## config.mk

```make
export PLATFORM = sky130hd
export DESIGN_NAME = ram_line_arbiter
export DESIGN_NICKNAME = d
export VERILOG_FILES = /design/src/rtl/ram_line_arbiter.sv
export SDC_FILE = /design/constraint.sdc
export NUM_CORES = 1
export LEC_CHECK = 0
export ABC_AREA = 1
export ABC_CLOCK_PERIOD_IN_PS = 1800
export BUFFER_PORTS_ARGS = -buffer_cell sky130_fd_sc_hd__buf_2
export CAP_MARGIN = 30
export CELL_PAD_IN_SITES_DETAIL_PLACEMENT = 0
export CELL_PAD_IN_SITES_GLOBAL_PLACEMENT = 1
export CORE_AREA = 4 4 318 320
export DETAILED_ROUTE_END_ITERATION = 6
export DIE_AREA = 0 0 322 324
export GPL_TIMING_DRIVEN = 0
export PLACE_DENSITY = 0.62
export SLEW_MARGIN = 5
export SYNTH_ARGS = -nofsm -noshare
export SYNTH_HDL_FRONTEND = slang
export SYNTH_SLANG_ARGS = --single-unit
```

## constraint.sdc

```tcl
create_clock -name clk_i -period 1.8 [get_ports clk_i]
set_clock_uncertainty 0.15 [all_clocks]
set_input_delay 0.09 -clock clk_i [delete_from_list [all_inputs] [get_ports clk_i]]
set_output_delay 0.09 -clock clk_i [all_outputs]
set_load 0.01 [all_outputs]
```

## src/rtl/ram_line_arbiter.sv

```systemverilog
// Two-port (instruction/data) line arbiter in front of a single-ported line RAM.
// One RAM operation at a time. Ties go round-robin, with data winning first after reset.
// Optional macro RAM_ARB_STATS_EN enables saturating per-port grant counters.
module ram_line_arbiter #(
    parameter int unsigned WORD_WIDTH       = 32,
    parameter int unsigned RAM_DEPTH        = 32768,
    parameter int unsigned CACHE_LINE_WIDTH = 128,
    localparam int unsigned ADDR_W          = $clog2(RAM_DEPTH),
    localparam int unsigned W               = CACHE_LINE_WIDTH / WORD_WIDTH,
    localparam int unsigned LB              = $clog2(W)
) (
    input  logic                            clk_i,
    input  logic                            rst_ni,
    input  logic                            i_req_i,
    input  logic [31:0]                     i_addr_i,
    output logic                            i_gnt_o,
    output logic                            i_rvalid_o,
    output logic [CACHE_LINE_WIDTH-1:0]     i_rdata_o,
    input  logic                            d_req_i,
    input  logic                            d_we_i,
    input  logic [31:0]                     d_addr_i,
    input  logic [CACHE_LINE_WIDTH-1:0]     d_wdata_i,
    input  logic [CACHE_LINE_WIDTH/8-1:0]   d_wstrb_i,
    output logic                            d_gnt_o,
    output logic                            d_rvalid_o,
    output logic [CACHE_LINE_WIDTH-1:0]     d_rdata_o,
    output logic [ADDR_W-1:0]               ram_addr_o,
    output logic [CACHE_LINE_WIDTH-1:0]     ram_wdata_o,
    output logic [CACHE_LINE_WIDTH/8-1:0]   ram_wstrb_o,
    output logic                            ram_rd_en_o,
    input  logic [CACHE_LINE_WIDTH-1:0]     ram_rdata_i,
    output logic [31:0]                     i_grant_cnt_o,
    output logic [31:0]                     d_grant_cnt_o
);

    localparam int unsigned CW = (LB > 0) ? LB : 1;
    localparam logic [ADDR_W-1:0] LINE_MASK = ~ADDR_W'((1 << LB) - 1);

    typedef enum logic [1:0] {IDLE, ISSUE, WAIT, RESP} state_t;

    state_t                         state_q, state_d;
    logic [CW-1:0]                  cnt_q, cnt_d;
    logic                           last_d_q;
    logic                           port_d_q;
    logic                           we_q;
    logic [ADDR_W-1:0]              addr_q;
    logic [CACHE_LINE_WIDTH-1:0]    wdata_q;
    logic [CACHE_LINE_WIDTH/8-1:0]  wstrb_q;

    logic                           pick_i, pick_d;
    logic                           gnt_i_d, gnt_d_d;
    logic                           rvalid_i_d, rvalid_d_d;
    logic                           rd_en_d;
    logic [CACHE_LINE_WIDTH/8-1:0]  wstrb_d;
    logic [CACHE_LINE_WIDTH-1:0]    wdata_d;
    logic [31:0]                    sel_addr;
    logic [ADDR_W-1:0]              line_addr;
    logic                           unused_addr_bits;

    assign pick_d    = d_req_i && (!i_req_i || !last_d_q);
    assign pick_i    = i_req_i && !pick_d;
    assign sel_addr  = gnt_d_d ? d_addr_i : i_addr_i;
    assign line_addr = sel_addr[ADDR_W+1:2] & LINE_MASK;
    assign unused_addr_bits = ^{sel_addr[31:ADDR_W+2], sel_addr[1:0]};
    assign ram_addr_o = addr_q;

    // Grant decisions are made one cycle ahead so gnt/rd_en/wstrb/rvalid come out of flops;
    // IDLE with a gnt already showing is the grant cycle itself and moves straight to ISSUE.
    always_comb begin
        state_d    = state_q;
        cnt_d      = cnt_q;
        gnt_i_d    = 1'b0;
        gnt_d_d    = 1'b0;
        rvalid_i_d = 1'b0;
        rvalid_d_d = 1'b0;
        rd_en_d    = 1'b0;
        wstrb_d    = '0;
        wdata_d    = '0;
        case (state_q)
            IDLE: begin
                if (i_gnt_o || d_gnt_o) begin
                    state_d = ISSUE;
                    rd_en_d = !we_q;
                    if (we_q) begin
                        wstrb_d = wstrb_q;
                        wdata_d = wdata_q;
                    end
                end else begin
                    gnt_i_d = pick_i;
                    gnt_d_d = pick_d;
                end
            end
            ISSUE: begin
                state_d = WAIT;
                cnt_d   = '0;
            end
            WAIT: begin
                if (cnt_q == CW'(W - 1)) begin
                    state_d    = RESP;
                    rvalid_i_d = !port_d_q;
                    rvalid_d_d = port_d_q;
                end else begin
                    cnt_d = cnt_q + 1'b1;
                end
            end
            RESP: begin
                state_d = IDLE;
                gnt_i_d = pick_i;
                gnt_d_d = pick_d;
            end
            default: state_d = IDLE;
        endcase
    end

    // FSM state and wait counter
    always_ff @(posedge clk_i or negedge rst_ni) begin
        if (!rst_ni) begin
            state_q <= IDLE;
            cnt_q   <= '0;
        end else begin
            state_q <= state_d;
            cnt_q   <= cnt_d;
        end
    end

    // Latch the winner's request payload and remember who won for round-robin
    always_ff @(posedge clk_i or negedge rst_ni) begin
        if (!rst_ni) begin
            last_d_q <= 1'b0;
            port_d_q <= 1'b0;
            we_q     <= 1'b0;
            addr_q   <= '0;
            wdata_q  <= '0;
            wstrb_q  <= '0;
        end else if (gnt_i_d || gnt_d_d) begin
            last_d_q <= gnt_d_d;
            port_d_q <= gnt_d_d;
            we_q     <= gnt_d_d && d_we_i;
            addr_q   <= line_addr;
            wdata_q  <= gnt_d_d ? d_wdata_i : '0;
            wstrb_q  <= gnt_d_d ? d_wstrb_i : '0;
        end
    end

    // Registered handshake, RAM control and read-data capture
    always_ff @(posedge clk_i or negedge rst_ni) begin
        if (!rst_ni) begin
            i_gnt_o     <= 1'b0;
            d_gnt_o     <= 1'b0;
            i_rvalid_o  <= 1'b0;
            d_rvalid_o  <= 1'b0;
            ram_rd_en_o <= 1'b0;
            ram_wstrb_o <= '0;
            ram_wdata_o <= '0;
            i_rdata_o   <= '0;
            d_rdata_o   <= '0;
        end else begin
            i_gnt_o     <= gnt_i_d;
            d_gnt_o     <= gnt_d_d;
            i_rvalid_o  <= rvalid_i_d;
            d_rvalid_o  <= rvalid_d_d;
            ram_rd_en_o <= rd_en_d;
            ram_wstrb_o <= wstrb_d;
            ram_wdata_o <= wdata_d;
            if (rvalid_i_d) begin
                i_rdata_o <= ram_rdata_i;
            end
            if (rvalid_d_d && !we_q) begin
                d_rdata_o <= ram_rdata_i;
            end
        end
    end

`ifdef RAM_ARB_STATS_EN
    logic [31:0] i_cnt_q, d_cnt_q;

    // Saturating grant counters, stepped on the same edge that raises gnt
    always_ff @(posedge clk_i or negedge rst_ni) begin
        if (!rst_ni) begin
            i_cnt_q <= '0;
            d_cnt_q <= '0;
        end else begin
            if (gnt_i_d && (i_cnt_q != '1)) i_cnt_q <= i_cnt_q + 32'd1;
            if (gnt_d_d && (d_cnt_q != '1)) d_cnt_q <= d_cnt_q + 32'd1;
        end
    end

    assign i_grant_cnt_o = i_cnt_q;
    assign d_grant_cnt_o = d_cnt_q;
`else
    assign i_grant_cnt_o = '0;
    assign d_grant_cnt_o = '0;
`endif

endmodule

```

==> Word-level counts from Yosys, hierarchy flattened <==
Index checks and enable logic that the tools add are counted.
{ "word_totals": {"regBits": 568, "inputBits": 341, "out_inout_bits": 484, "word_cells": 63} }
{ "classes": {"addsub": 1, "eq_ne": 7, "muxes": 24, "reduce_logical": 15} }
{ "ops": {"columns": ["cell", "n"], "rows": [
  ["$mux W128", 4],
  ["$mux W16", 4],
  ["$mux W17", 1],
  ["$mux W1", 8],
  ["$pmux W2 S4", 1],
  ["$eq A2 B2 Y1 const B", 3],
  ["$mux W2", 3],
  ["$ne A2 B2 Y1 const B", 3],
  ["$logic_and A1 B1 Y1", 4],
  ["$logic_not A1 Y1", 4],
  ["$pmux W1 S2", 2],
  ["$pmux W2 S2", 1],
  ["$reduce_and A2 Y1", 2],
  ["$logic_or A1 B1 Y1", 3],
  ["$add A2 B1 Y2 const B", 1],
  ["$eq A2 B1 Y1 const B", 1],
  ["$logic_not A2 Y1", 1],
  ["$reduce_bool A2 Y1", 1]
]} }

==> Depth between registers and ports, before layout <==
{ "depth": {"word_depth": 8, "mapped_depth": 11, "depth_no_buf": 9} }

==> Worst setup path before layout <==
No wires, ideal clock.
{ "synth_timing": {"kind": "reg-to-reg", "from": "register state_q[0]", "to": "register wdata_q[10]", "setup_time_ns": 0.121, "arrival_time_ns": 1.595, "required_time_ns": 1.529, "setup_slack_ns": -0.066, "stages_incl_launch_ff": 11, "n_path_buf": 2, "synth_period_minus_slack_ns": 1.866, "path_cell_list": "dfrtp_1 inv_1 ha_1 inv_1 nand2_1 a21oi_1 nand2_2 nand2_2 buf_2 buf_2 o21ai_1"} }
{ "synth_via": {"elab_chain_cells": 3, "word_cells_on_any_way": 6, "cone_classes": "eq/ne (1); mux (3); reduce/logical (2)"} }
{ "synth_rtl": {"columns": ["element", "line_no", "rtl"], "rows": [
  ["start, declared", "41", "state_t state_q, state_d;"],
  ["start signal, assigned", "121", "state_q <= state_d;"],
  ["$eq A2 B2 Y1 or $logic_not A2 Y1 (tied branches)", "79", "case (state_q)"],
  ["$pmux W1 S2", "79", null],
  ["$mux W128 or $logic_or A1 B1 Y1 (tied branches)", "140, 135", null],
  ["end signal, assigned", "140", "wdata_q <= gnt_d_d ? d_wdata_i : '0;"],
  ["end, declared", "47", "logic [CACHE_LINE_WIDTH-1:0] wdata_q;"]
]} }
Several ways; a longest one is shown, not always the timed one.
A chain may end at the register's enable or synchronous reset.

==> Worst setup path in the final report <==
{ "layout_timing": {"from": "register state_q[0]", "to": "register wdata_q[22]"} }
The elaborated chain is that of the path after synthesis.

==> run_results.csv <==
group,metric,value,unit
status,status,"complete, but fails checks",
status,violations,"hold timing, setup timing",
timing,worst_pin_slew,0.615,ns
finish,drive_gt1_share,39.8,%
route,drc_errors,0,
synthesis,ys_async_sr_fraction,100,%
setup_path,rr_endpoint,"wdata_q[22]",
global_route,grt.overflow.total,0,
placement,gp_congestion,0.800,
synthesis,seq_area_frac_synth,66.9,%
cts,clockBufferDepth,3,
power,intPower,0.0341,W
synthesis,synth-compound-area-share,9.58,%
power,power_leakage,18.1,nW
global_route,grt_max_degree,109,
timing,fmax,0.507,GHz
setup_path,critPathLaunchType,"flop",
timing,slew_headroom,59.0,%
setup_path,setup.worst_path.class,"reg2reg",
floorplan,die_area,0.104,mm²
floorplan,boundaryPins,825,
flow_run,maxCapViolCount,0,
setup_path,crit_fanout,5,
timing,fin_crit,1.97,ns
timing,setup_viol,405,
power,comb_power_share,39.3,%
cts,cts_tree,"done",
power,switching_share,36.7,%
cts,path_clk_slew,0.06,ns
route,dr.pass1.iters,4,
floorplan,dieWidth,322,µm
finish,final_common_cell,"buf_2",
finish,mostFrequentLayoutCells,"buf_2, dfrtp_1, nand2_1",
cts,clockRootBuffer,"clkbuf_16",
setup_path,crit_required,2.16,ns
placement,dp_slack,-1.24,ns
route,ant_nets,0,
synthesis,syn_area,0.0213,mm²
finish,fin_cells,4703,
power,vdd_ir_drop_max,0.682,mV
power,p_switching,0.0198,W
synthesis,synth_top_family_by_area,"simple AND/OR/NAND/NOR gates",
setup_path,reg2reg_slack,-0.17,ns
floorplan,fp.dieH,324,µm
cts,clock_latency,0.62,ns
floorplan,core-area,0.0981,mm²
floorplan,start_util,21.7,%
power,power_density,1500,mW/mm²
finish,area_growth,68.8,%
finish,fin_util,36.6,%
cts,postCtsHoldBufs,318,
route,drtIter0Drc,906,
timing,maxSlewViolCount,0,
synthesis,yosysWarnings,0,
route,vias_per_cell,4.07,
synthesis,synthAdderAreaFrac,0.294,%
floorplan,rows,115,
cts,cts.sinks,568,
synthesis,synth-main-ff-cell,"dfrtp_1",
timing,period_share,109,%
timing,hold_viol_final,363,
global_route,grt_usage,15.8,%
cts,cts_buffers,68,
route,wl,90.4,mm
setup_path,rr_worst_depth,11,
route,vias,19131,
cts,htreeDepth,3,
placement,io_buffers,720,
route,wl_per_cell,19.2,µm
synthesis,ys_types,22,
synthesis,syn_avg_cell_area,10.1,µm²
global_route,grt_pass1_vias,19588,
setup_path,arrival,2.34,ns
synthesis,yosys.area_share.xor_xnor,0,%
finish,fin_nets,3707,
timing,hold-worst-slack,-0.751,ns
synthesis,synth_edf_count,0,
timing,setup_slack,-0.171,ns
power,pwr-share-clk,24.8,%
synthesis,syn_inst,2103,
setup_path,r2r_start,"state_q[0]",
placement,dp.cells,4180,
timing,rsz0062_at_grt,"true",
synthesis,synth-simple-area-share,12.5,%
placement,dpl.hpwl,62.7,mm
synthesis,synth_mux_area_share,0,%
global_route,grt_pass1_wl,124,mm
power,p_seq_share,35.9,%
synthesis,ys_seq_elements,568,
global_route,grt_antenna_before_repair,11,
min_path,hold_class,"in2async",
setup_path,crit_path_end_kind,"flop",
[logic make-up after synthesis]
kind of cell | count (synthesis)
AND/OR/NAND/NOR | 635
AO/OA/AOI/OAI | 407
adder cells (fa/ha/maj) | 5
other | 1
flip-flops | 568
buffers and inverters | 487
[layer usage]
layer / GRT usage (%) / vias up / wire length, µm
li1: - / 9049 / -
met1: 17.7 / 9283 / 35000
met2: 27.7 / 642 / 45600
met3: 4.72 / 151 / 6380
met4: 7.04 / 6 / 3390
met5: 0 / - / 36
[state kept, by name, indices dropped and copies added, names as in the netlist]
register     flops
i_rdata_o      128
d_rdata_o      128
ram_rd_en_o      1
ram_wdata_o    128
wdata_q        128
d_gnt_o          1
wstrb_q         16
d_rvalid_o       1
ram_addr_o      13
port_d_q         1
we_q             1
i_rvalid_o       1
i_gnt_o          1
cnt_q            2
state_q          2
ram_wstrb_o     16
[Yosys cell counts (5+ instances only)]
cell type / count / area share (%)
o21ai_1: 153 / 3.6
ha_1: 5 / 0.29
inv_1: 293 / 5.2
buf_6: 18 / 0.95
nor3_1: 144 / 3.4
clkbuf_1: 64 / 1.1
nand3b_1: 13 / 0.46
dfrtp_1: 568 / 67
buf_2: 41 / 0.97
buf_4: 68 / 2.4
o21ai_0: 252 / 5.9
nand3_1: 27 / 0.64
nand2_1: 441 / 7.8
[layout make-up]
type / instances / area [µm²]
Timing Repair Buffer: 1125 / 8450
Buffer: 190 / 2170
Sequential cell: 568 / 14200
Tap cell: 1287 / 1610
Antenna cell: 6 / 15.0
Fill cell: 9913 / 62300
Clock inverter: 25 / 235
Inverter: 295 / 1130
Multi-Input combinational cell: 1113 / 6140
Clock buffer: 94 / 1910
[what timing repair did]
item	in CTS	in global routing
resized for setup	193	658
cloned	2	47
pin swaps	4	18
setup endpoints to repair	561	545
endpoints found under the hold margin	778	363
setup buffers	13	21
[critical path: stages (launching register included)]
cell	delay, ns
dfrtp_1	0.40
inv_2	0.11
ha_4	0.23
inv_2	0.06
nand2_2	0.04
a21oi_2	0.11
nand2_2	0.09
nand2_4	0.13
buf_6	0.14
clkbuf_16	0.18
clkbuf_16	0.16
o21ai_2	0.05
[per-stage QoR]
step,TNS (ns),total power (W),area (µm²)
detailed placement,-342.81,0.0347,26900
CTS,-68.89,0.0503,33000
floorplan,0,0.0271,21500
global route,-58.78,0.0573,35900
finish,-34.00,0.0539,35900
global placement,-7145.75,0.0344,26800
[worst max path at each step]
stage	start	endpoint
2_1_floorplan	state_q[0]	wdata_q[83]
3_3_place_gp	rst_ni	i_rdata_o[27]
3_5_place_dp	state_q[0]	d_rdata_o[121]
4_1_cts	state_q[1]	wdata_q[69]
5_1_grt	state_q[1]	wdata_q[96]
6_report	state_q[0]	wdata_q[22]
[power groups by stage]
stage	sequential, W	clock (W)	combinational (W)
global placement	0.0192	0	0.0153
CTS	0.0191	0.0138	0.0173
global route	0.0198	0.0144	0.0231
floorplan	0.0204	0	0.00678
finish	0.0193	0.0134	0.0212
detailed placement	0.0192	0	0.0154
Note: power is estimated with default switching activity, not from simulation.
